**src/rtl/byte_serial_adder_if.sv**
```systemverilog
// Handshake bundle for byte_serial_adder: input beat stream, result byte stream, status.
// master: the side that feeds operand bytes and consumes result bytes.
// slave: the adder itself. BYTE_SERIAL_ADDER_OVF_EN adds the ovf signal.
interface byte_serial_adder_if;
  logic       cin;
  logic       in_valid;
  logic       in_ready;
  logic [7:0] a_byte;
  logic [7:0] b_byte;
  logic       out_valid;
  logic       out_ready;
  logic [7:0] sum_byte;
  logic       out_last;
  logic       cout;
  logic       busy;
`ifdef BYTE_SERIAL_ADDER_OVF_EN
  logic       ovf;
`endif

  modport master (
    output cin, in_valid, a_byte, b_byte, out_ready,
    input  in_ready, out_valid, sum_byte, out_last, cout, busy
`ifdef BYTE_SERIAL_ADDER_OVF_EN
    , input ovf
`endif
  );

  modport slave (
    input  cin, in_valid, a_byte, b_byte, out_ready,
    output in_ready, out_valid, sum_byte, out_last, cout, busy
`ifdef BYTE_SERIAL_ADDER_OVF_EN
    , output ovf
`endif
  );
endinterface

```
**src/rtl/byte_serial_adder.sv**
```systemverilog
// Byte-serial NBYTES-byte adder, LSB byte first, carry chained between beats in carry_q.
// Latency: one cycle from accepted beat to out_valid; one beat per cycle with out_ready high.
// Backpressure: in_ready = !out_valid | out_ready; output registers hold while out_ready is low.
// Optional BYTE_SERIAL_ADDER_OVF_EN adds a signed-overflow flag registered with the last byte.

// 8-bit adder with carry in/out; one beat of the word.
module adder_8_s (
  input  logic [7:0] a,
  input  logic [7:0] b,
  input  logic       cin,
  output logic [7:0] s,
  output logic       cout
);
  assign {cout, s} = {1'b0, a} + {1'b0, b} + {8'd0, cin};
endmodule

module byte_serial_adder #(
  parameter int NBYTES = 4  // legal range 2..16
) (
  input logic                clk,
  input logic                rst,
  byte_serial_adder_if.slave bus
);
  localparam int            CW        = $clog2(NBYTES);
  localparam logic [CW-1:0] LAST_BEAT = CW'(NBYTES - 1);

  logic [CW-1:0] beat_cnt;
  logic          carry_q;
  logic          accept;
  logic          is_last;
  logic          add_cin;
  logic [7:0]    add_s;
  logic          add_cout;

  logic          out_valid_q;
  logic [7:0]    sum_byte_q;
  logic          out_last_q;
  logic          cout_q;

  // The output stage can take a new beat when empty or when it is being drained this cycle.
  assign bus.in_ready = !out_valid_q || bus.out_ready;
  assign accept       = bus.in_valid && bus.in_ready;
  assign is_last      = (beat_cnt == LAST_BEAT);
  // The port carry only enters on the first beat; later beats use the chained carry.
  assign add_cin      = (beat_cnt == '0) ? bus.cin : carry_q;
  assign bus.busy     = (beat_cnt != '0);

  adder_8_s u_add (
    .a    (bus.a_byte),
    .b    (bus.b_byte),
    .cin  (add_cin),
    .s    (add_s),
    .cout (add_cout)
  );

  // Beat position and inter-beat carry advance only on an accepted beat.
  always_ff @(posedge clk or posedge rst) begin
    if (rst) begin
      beat_cnt <= '0;
      carry_q  <= 1'b0;
    end else if (accept) begin
      carry_q  <= add_cout;
      beat_cnt <= is_last ? '0 : beat_cnt + CW'(1);
    end
  end

  // One-deep output register: load on accept, retire on out_ready, otherwise hold.
  always_ff @(posedge clk or posedge rst) begin
    if (rst) begin
      out_valid_q <= 1'b0;
      sum_byte_q  <= 8'd0;
      out_last_q  <= 1'b0;
      cout_q      <= 1'b0;
    end else if (accept) begin
      out_valid_q <= 1'b1;
      sum_byte_q  <= add_s;
      out_last_q  <= is_last;
      cout_q      <= is_last ? add_cout : 1'b0;
    end else if (bus.out_ready) begin
      out_valid_q <= 1'b0;
    end
  end

  assign bus.out_valid = out_valid_q;
  assign bus.sum_byte  = sum_byte_q;
  assign bus.out_last  = out_last_q;
  assign bus.cout      = cout_q;

`ifdef BYTE_SERIAL_ADDER_OVF_EN
  logic msb_carry_in;
  logic ovf_q;

  // Carry into bit 7 is recovered from the sum bit: s7 = a7 ^ b7 ^ c7.
  assign msb_carry_in = add_s[7] ^ bus.a_byte[7] ^ bus.b_byte[7];

  // Overflow is only defined for the MSB byte; it rides along with that byte.
  always_ff @(posedge clk or posedge rst) begin
    if (rst) begin
      ovf_q <= 1'b0;
    end else if (accept) begin
      ovf_q <= is_last ? (msb_carry_in ^ add_cout) : 1'b0;
    end
  end

  assign bus.ovf = ovf_q;
`endif
endmodule
```
**src/flat_wrapper.sv**
```systemverilog
// flat-port wrapper written by rule: the top's interface ports become plain ports
module byte_serial_adder_flat 
#(
  parameter int NBYTES = 4                      
)
  (clk, rst, bus_cin, bus_in_valid, bus_a_byte, bus_b_byte, bus_out_ready, bus_in_ready, bus_out_valid, bus_sum_byte, bus_out_last, bus_cout, bus_busy);
  byte_serial_adder_if bus_i ();
  input logic clk;
  input logic rst;
  input wire logic [$bits(bus_i.cin)-1:0] bus_cin;
  input wire logic [$bits(bus_i.in_valid)-1:0] bus_in_valid;
  input wire logic [$bits(bus_i.a_byte)-1:0] bus_a_byte;
  input wire logic [$bits(bus_i.b_byte)-1:0] bus_b_byte;
  input wire logic [$bits(bus_i.out_ready)-1:0] bus_out_ready;
  output wire logic [$bits(bus_i.in_ready)-1:0] bus_in_ready;
  output wire logic [$bits(bus_i.out_valid)-1:0] bus_out_valid;
  output wire logic [$bits(bus_i.sum_byte)-1:0] bus_sum_byte;
  output wire logic [$bits(bus_i.out_last)-1:0] bus_out_last;
  output wire logic [$bits(bus_i.cout)-1:0] bus_cout;
  output wire logic [$bits(bus_i.busy)-1:0] bus_busy;
  assign bus_i.cin = bus_cin;
  assign bus_i.in_valid = bus_in_valid;
  assign bus_i.a_byte = bus_a_byte;
  assign bus_i.b_byte = bus_b_byte;
  assign bus_i.out_ready = bus_out_ready;
  assign bus_in_ready = bus_i.in_ready;
  assign bus_out_valid = bus_i.out_valid;
  assign bus_sum_byte = bus_i.sum_byte;
  assign bus_out_last = bus_i.out_last;
  assign bus_cout = bus_i.cout;
  assign bus_busy = bus_i.busy;
  byte_serial_adder #(.NBYTES(NBYTES)) u_core (.clk(clk), .rst(rst), .bus(bus_i));
endmodule
```
**config.mk**
```make
export PLATFORM = sky130hd
export DESIGN_NAME = byte_serial_adder_flat
export DESIGN_NICKNAME = d
export VERILOG_FILES = /design/src/rtl/byte_serial_adder_if.sv /design/src/rtl/byte_serial_adder.sv /design/src/flat_wrapper.sv
export SDC_FILE = /design/constraint.sdc
export NUM_CORES = 1
export LEC_CHECK = 0
export ABC_AREA = 1
export BUFFER_PORTS_ARGS = -buffer_cell sky130_fd_sc_hd__buf_2
export CAP_MARGIN = 20
export CORE_UTILIZATION = 38
export DETAILED_ROUTE_END_ITERATION = 7
export PLACE_DENSITY = 0.59
export SLEW_MARGIN = 25
export SYNTH_ARGS = -nofsm -noshare
export SYNTH_HDL_FRONTEND = slang
export SYNTH_SLANG_ARGS = --single-unit
```
**constraint.sdc**
```tcl
create_clock -name clk -period 4.8 [get_ports clk]
set_clock_uncertainty 0.1 [all_clocks]
set_input_delay 0.96 -clock clk [delete_from_list [all_inputs] [get_ports clk]]
set_output_delay 0.96 -clock clk [all_outputs]
set_load 0.02 [all_outputs]
```
* Yosys cells after proc, flatten, opt, wreduce, memory -nomap -nowiden
Cells that the tools add are included.
** Cells by class
- Add/sub/neg operators :: 3
- Equal/unequal tests :: 1
- Multiplexer cells :: 5
- Reduce and logical (&&, ||, !) cells :: 6
** Operator list (number)
- 8-bit by 8-bit adder with 9-bit output :: 1
- 9-bit by 1-bit adder with 9-bit output :: 1
- 1-bit two-way mux :: 4
- 2-bit nonzero test :: 2
- 2-bit by 1-bit adder with 2-bit output (second input constant) :: 1
- 2-bit == test (second input constant) :: 1
- 2-bit zero test :: 1
- 2-bit two-way mux :: 1
- 1-bit logical AND :: 1
- 1-bit zero test :: 1
- 1-bit logical OR :: 1
** Storage, ports and cells
- Flip-flop bits (word level) :: 14
- Bits of input ports :: 21
- Output and inout port bits :: 13
- Word-level logic and storage cells :: 21

* Logic depth before layout (Yosys ltp)
- Depth in word-level cells :: 4
- Gate-level depth with buffers :: 13
- Depth with buffers taken out :: 13

* Cells and area by module
Synthesis repeated with hierarchy kept, for this count alone.
** Unflattened totals
- Cells, all modules :: 131
- Area total of the unflattened synthesis :: 1021.0 µm²
** Modules (own cells, without submodules)
- byte_serial_adder :: times used 1, cells each 72, area each 636.9 µm², sequential area each 350.3 µm²
- adder_8_s :: times used 1, cells each 59, area each 384.1 µm², sequential area each 0.0 µm²

* Worst setup path before layout
Ideal clock, no wire load.
- Path kind :: input -> register
- Start :: in bus_b_byte[0]
- End :: reg u_core.sum_byte_q[6] (netlist: u_core.bus.sum_byte[6])
- Library setup time :: 0.117 ns
- Arrival :: 2.318 ns
- Required time :: 4.583 ns
- Setup slack :: 2.265 ns
- Stages :: 11
- Path buffers :: 0
- Path through :: inv_1 -> fa_1 -> fa_1 -> inv_1 -> nand2_1 -> nand2_1 -> nand3b_4 -> nand2_1 -> nand2_1 -> nand3_1 -> nand2_1
** Between the ends
- Cells in the longest elaborated chain, start to end :: 2
** Ends and longest elaborated chain
- start: declaration :: line flat_wrapper.sv:13 : input wire logic [$bits(bus_i.b_byte)-1:0] bus_b_byte;
- 8-bit by 8-bit adder with 9-bit output :: line byte_serial_adder.sv:14 : assign {cout, s} = {1'b0, a} + {1'b0, b} + {8'd0, cin};
- 9-bit by 1-bit adder with 9-bit output :: line byte_serial_adder.sv:14
- end signal: assignment :: line byte_serial_adder.sv:76 : sum_byte_q <= add_s;
- end: declaration :: line byte_serial_adder.sv:36 : logic [7:0] sum_byte_q;
No other way between the ends.
A chain may end at the register's enable or synchronous reset.

* Final worst setup path
- Start :: in bus_out_ready
- End :: out bus_in_ready
** Between the ends
- Cells in the longest elaborated chain, start to end :: 1
** Ends and longest elaborated chain
- start: declaration :: line flat_wrapper.sv:14 : input wire logic [$bits(bus_i.out_ready)-1:0] bus_out_ready;
- 1-bit logical OR :: line byte_serial_adder.sv:41 : assign bus.in_ready = !out_valid_q || bus.out_ready;
- end: declaration :: line flat_wrapper.sv:15 : output wire logic [$bits(bus_i.in_ready)-1:0] bus_in_ready;
No other way between the ends.

==> results summary <==
The run finished, with violations left. The checks that failed: DRC. The final sum of negative setup slack is 0 ns. The number of setup buffers added after CTS is 0. The number of clock sinks came out at 14. Among the stages of the critical path, the cell type that occurs most often is sky130_fd_sc_hd__buf_2.

The die outline width came out at 52.7 um. The root buffer selected by CTS is sky130_fd_sc_hd__clkbuf_4. The maximum net fanout on the critical path came out at 3. The number of gates resized after cts is 0. In this run the power density over the cells is about 360 nW/um2. The cell area after synthesis is ~1000 um2. The sum of internal, switching and leakage power came out at between 400 and 500 uW. The slowest stage of the critical path belongs to the cell sky130_fd_sc_hd__buf_2. The number of design rule violations left after detail routing is 2. The simple-gate share of the synthesized area came out at ~28%. The number of nets produced by synthesis came out at 156. The cell family contributing the most delay on the critical path is buffers and inverters. The element type at the critical path end is an output port.

TritonCTS built the clock tree. The delay of the slowest cell on the worst path is around 0.16 ns. The post-CTS clock slew at the launch and capture registers of the worst setup and hold paths is about 0.090 ns.

The number of inserted filler cells in the final layout is ~260. From synthesis to final layout, the design area changed by 23.3%. The critical path is of the in -> out type. Derived from the worst setup path, the maximum achievable clock frequency is roughly 0.42 GHz.

The slack of the critical path is 2.40 ns. The antenna diode count came out at 0. The number of global-route vias before repair came out at 805. The first-pass iteration count of the detailed router came out at 6. The final core area utilization came out at 49.1%. The max capacitance violation total came out at 0.

The total wire length came out at 1.87 mm. The routed design could run at a clock period as short as 2.40 ns. The signal arrival time at the worst endpoint is around 1.3 ns. The critical path buffer and inverter count came out at 3.

The static power due to leakage came out at 0.000715 uW. Setup repair after global routing left no endpoint under its margin. At the later pin of the worst-skew pair, clock insertion delay measures around 0.27 ns. The top-level I/O count is 34.

The largest net degree at the start of global routing is 20. The share of the yosys chip area belonging to registers is 35.8%. The number of input and output port buffers inserted came out at 33. In this run the number of H-tree levels came out at 1. The relative slew slack is between 60 and 70%. The adder and majority gate portion of the synthesized area came out at between 10% and 20%.

At the pin with the least slew margin, the transition time is between 0.5 and 0.6 ns. The post-layout net count came out at between 150 and 200. The xor/xnor share of the synthesized area is 1.79%. The initial utilization of the core area, before any placement, comes to 39.9%. In the final routed layout, each cell accounts on average for 9.84 um.

Walking the worst path, the cells encountered are buf_2 > inv_1 > nand2_2 > buf_2. The initial antenna violation count is 0. The detail route stage leaves a number of antenna-violating nets equal to 0. The flop and latch count out of synthesis came out at 14. The share of final-layout standard cells stronger than drive strength 1 came out at 27.5%. Setup violations remaining at the end of the flow were counted as 0. Global routing finished with a remaining overflow of 0. The final cell area excluding filler cells came out at about 1200 um2. The core outline area came out at 2450 um2. The overall die area came out at 2780 um2.

The post-synthesis compound-gate area fraction came out at 8.95%. The worst setup slack after placement came out at 2.10 ns. The mux cell area share after synthesis is 1.02%. The number of max-slew violations in the final report came out at 0. The period utilization is about half. The total global-route track usage came out at 16.1%. The mean instance size in the synthesized netlist is 7.89 um2.

By area, the combinational part of the netlist is dominated by simple AND/OR/NAND/NOR gates. The class of the tightest hold or removal check is reg -> reg. The die boundary height is 52.7 um. The post-cts hold buffer count is 0. The number of standard-cell rows in the floorplan is 18. The HPWL after detailed placement is 1.52 mm. The required time of the critical path is 3.74 ns.

The first-pass GRT wire length is between 3 and 4 mm. The number of buffers added by the clock tree synthesis step came out at 3. The instance area at placement came out at 1170 um2. The maximum number of buffers from clock root to sink came out at 2. The number of failing hold endpoints at the final stage came out at 0. The worst supply voltage drop on vdd is 0.000158 V.

The number of DRC markers in iteration 0 came out at 10. At the end of routability-driven placement, the weighted congestion stood at 0.747. The count of cell types in the netlist is 23. Synthesis handed over a netlist of ~120 instances. STA classifies the critical path startpoint as an input pin. The number of vias per cell is 4.61. The number of warnings reported in the yosys synthesis log is 0. The total vias in the final route came out at 876.
[kinds of logic (layout without fill, tap and decap cells)]
group,after synthesis,count (layout)
adder cells (fa/ha/maj),11,11
XOR/XNOR,2,2
AND/OR/NAND/NOR,60,60
buffers and inverters,22,58
multiplexers,1,1
AO/OA/AOI/OAI,14,14
flip-flops,14,14
[cells in the mapped netlist]
cell	number	area [um2]
sky130_fd_sc_hd__a21oi_1	3	15.0
sky130_fd_sc_hd__a21oi_4	1	16.3
sky130_fd_sc_hd__buf_6	1	11.3
sky130_fd_sc_hd__clkinv_1	1	3.75
sky130_fd_sc_hd__dfrtp_1	14	350
sky130_fd_sc_hd__fa_1	2	40.0
sky130_fd_sc_hd__ha_1	9	113
sky130_fd_sc_hd__inv_1	19	71.3
sky130_fd_sc_hd__inv_2	1	3.75
sky130_fd_sc_hd__mux2i_1	1	10.0
sky130_fd_sc_hd__nand2_1	41	154
sky130_fd_sc_hd__nand2_2	1	6.26
sky130_fd_sc_hd__nand2_4	1	11.3
sky130_fd_sc_hd__nand3_1	8	40.0
sky130_fd_sc_hd__nand3b_1	1	7.51
sky130_fd_sc_hd__nand3b_4	1	20.0
sky130_fd_sc_hd__nor2_1	6	22.5
sky130_fd_sc_hd__o21a_1	1	7.51
sky130_fd_sc_hd__o21ai_0	3	15.0
sky130_fd_sc_hd__o21ai_1	5	25.0
sky130_fd_sc_hd__o21ai_2	1	8.76
sky130_fd_sc_hd__or2_4	1	8.76
sky130_fd_sc_hd__xor2_1	2	17.5
[cell usage in the layout (no fill, tap or decap), drive strengths merged]
master,instances
nand2,43
buf,33
inv,20
dfrtp,14
ha,9
o21ai,9
nand3,8
nor2,6
a21oi,4
clkbuf,4
xor2,2
fa,2
nand3b,2
or2,1
clkinv,1
o21a,1
mux2i,1
[cell type report]
| type | count | area, um2 | area share [%] |
|---|---|---|---|
| Multi-Input combinational cell | 88 | 538 | 44.6 |
| Sequential cell | 14 | 350 | 29.0 |
| Clock buffer | 4 | 36.3 | 3.01 |
| Timing Repair Buffer | 33 | 165 | 13.7 |
| Tap cell | 30 | 37.5 | 3.11 |
| Inverter | 21 | 78.8 | 6.54 |
[through the flow]
stage / hold WS [ns] / cells
after floorplan: 0.348 / 124
after global placement: 0.362 / 186
after detailed placement: 0.366 / 186
after CTS: 0.388 / 190
after global routing: 0.400 / 190
final: 0.383 / 190
[report_power, final]
group          internal (uW)  switching (uW)  leakage, uW
logic                   72.5             117     0.000521
registers                149            14.8     0.000173
clock network           46.1            38.5    0.0000210
total                    267             170     0.000715
[flip-flops by register name, summed over array words and instances, names as in the netlist]
signal                flops
u_core.beat_cnt           2
u_core.bus.out_last       1
u_core.bus.out_valid      1
u_core.carry_q            1
u_core.bus.cout           1
u_core.bus.sum_byte       8
[worst paths after layout]
| kind | startpoint | end | slack, ns | cells after the start |
|---|---|---|---|---|
| hold / removal | u_core.bus.sum_byte[7]$_DFFE_PP0P_ | u_core.bus.sum_byte[7]$_DFFE_PP0P_ | 0.38 | 2 |
| hold reg to reg | u_core.bus.sum_byte[7]$_DFFE_PP0P_ | u_core.bus.sum_byte[7]$_DFFE_PP0P_ | 0.38 | 2 |
| min in group asynchronous | rst | u_core.bus.out_valid$_DFFE_PP0P_ | 0.61 | 2 |
| setup reg to reg | u_core.beat_cnt[0]$_DFFE_PP0P_ | u_core.carry_q$_DFFE_PP0P_ | 2.46 | 12 |
| setup / recovery | bus_out_ready | bus_in_ready | 2.40 | 4 |
| max in group asynchronous | rst | u_core.bus.out_last$_DFFE_PP0P_ | 3.63 | 2 |
[routing by layer]
layer / track usage (%) / vias up / part of all wire (%)
li1: - / 461 / -
met4: 3.95 / 0 / 0
met2: 28.1 / 22 / 48
met5: 0 / - / 0
met3: 2.61 / 0 / 4.1
met1: 20.3 / 393 / 48
[worst register-to-register path, stage by stage (launching register included)]
cell,delay [ns]
sky130_fd_sc_hd__dfrtp_1,0.36
sky130_fd_sc_hd__inv_1,0.07
sky130_fd_sc_hd__ha_1,0.22
sky130_fd_sc_hd__mux2i_1,0.14
sky130_fd_sc_hd__fa_1,0.41
sky130_fd_sc_hd__fa_1,0.41
sky130_fd_sc_hd__inv_1,0.07
sky130_fd_sc_hd__nand2_1,0.06
sky130_fd_sc_hd__nand2_1,0.10
sky130_fd_sc_hd__nand3b_4,0.09
sky130_fd_sc_hd__o21ai_2,0.14
sky130_fd_sc_hd__nand2_1,0.07
sky130_fd_sc_hd__nand2_1,0.05
Power figures use the tool's default switching activity.
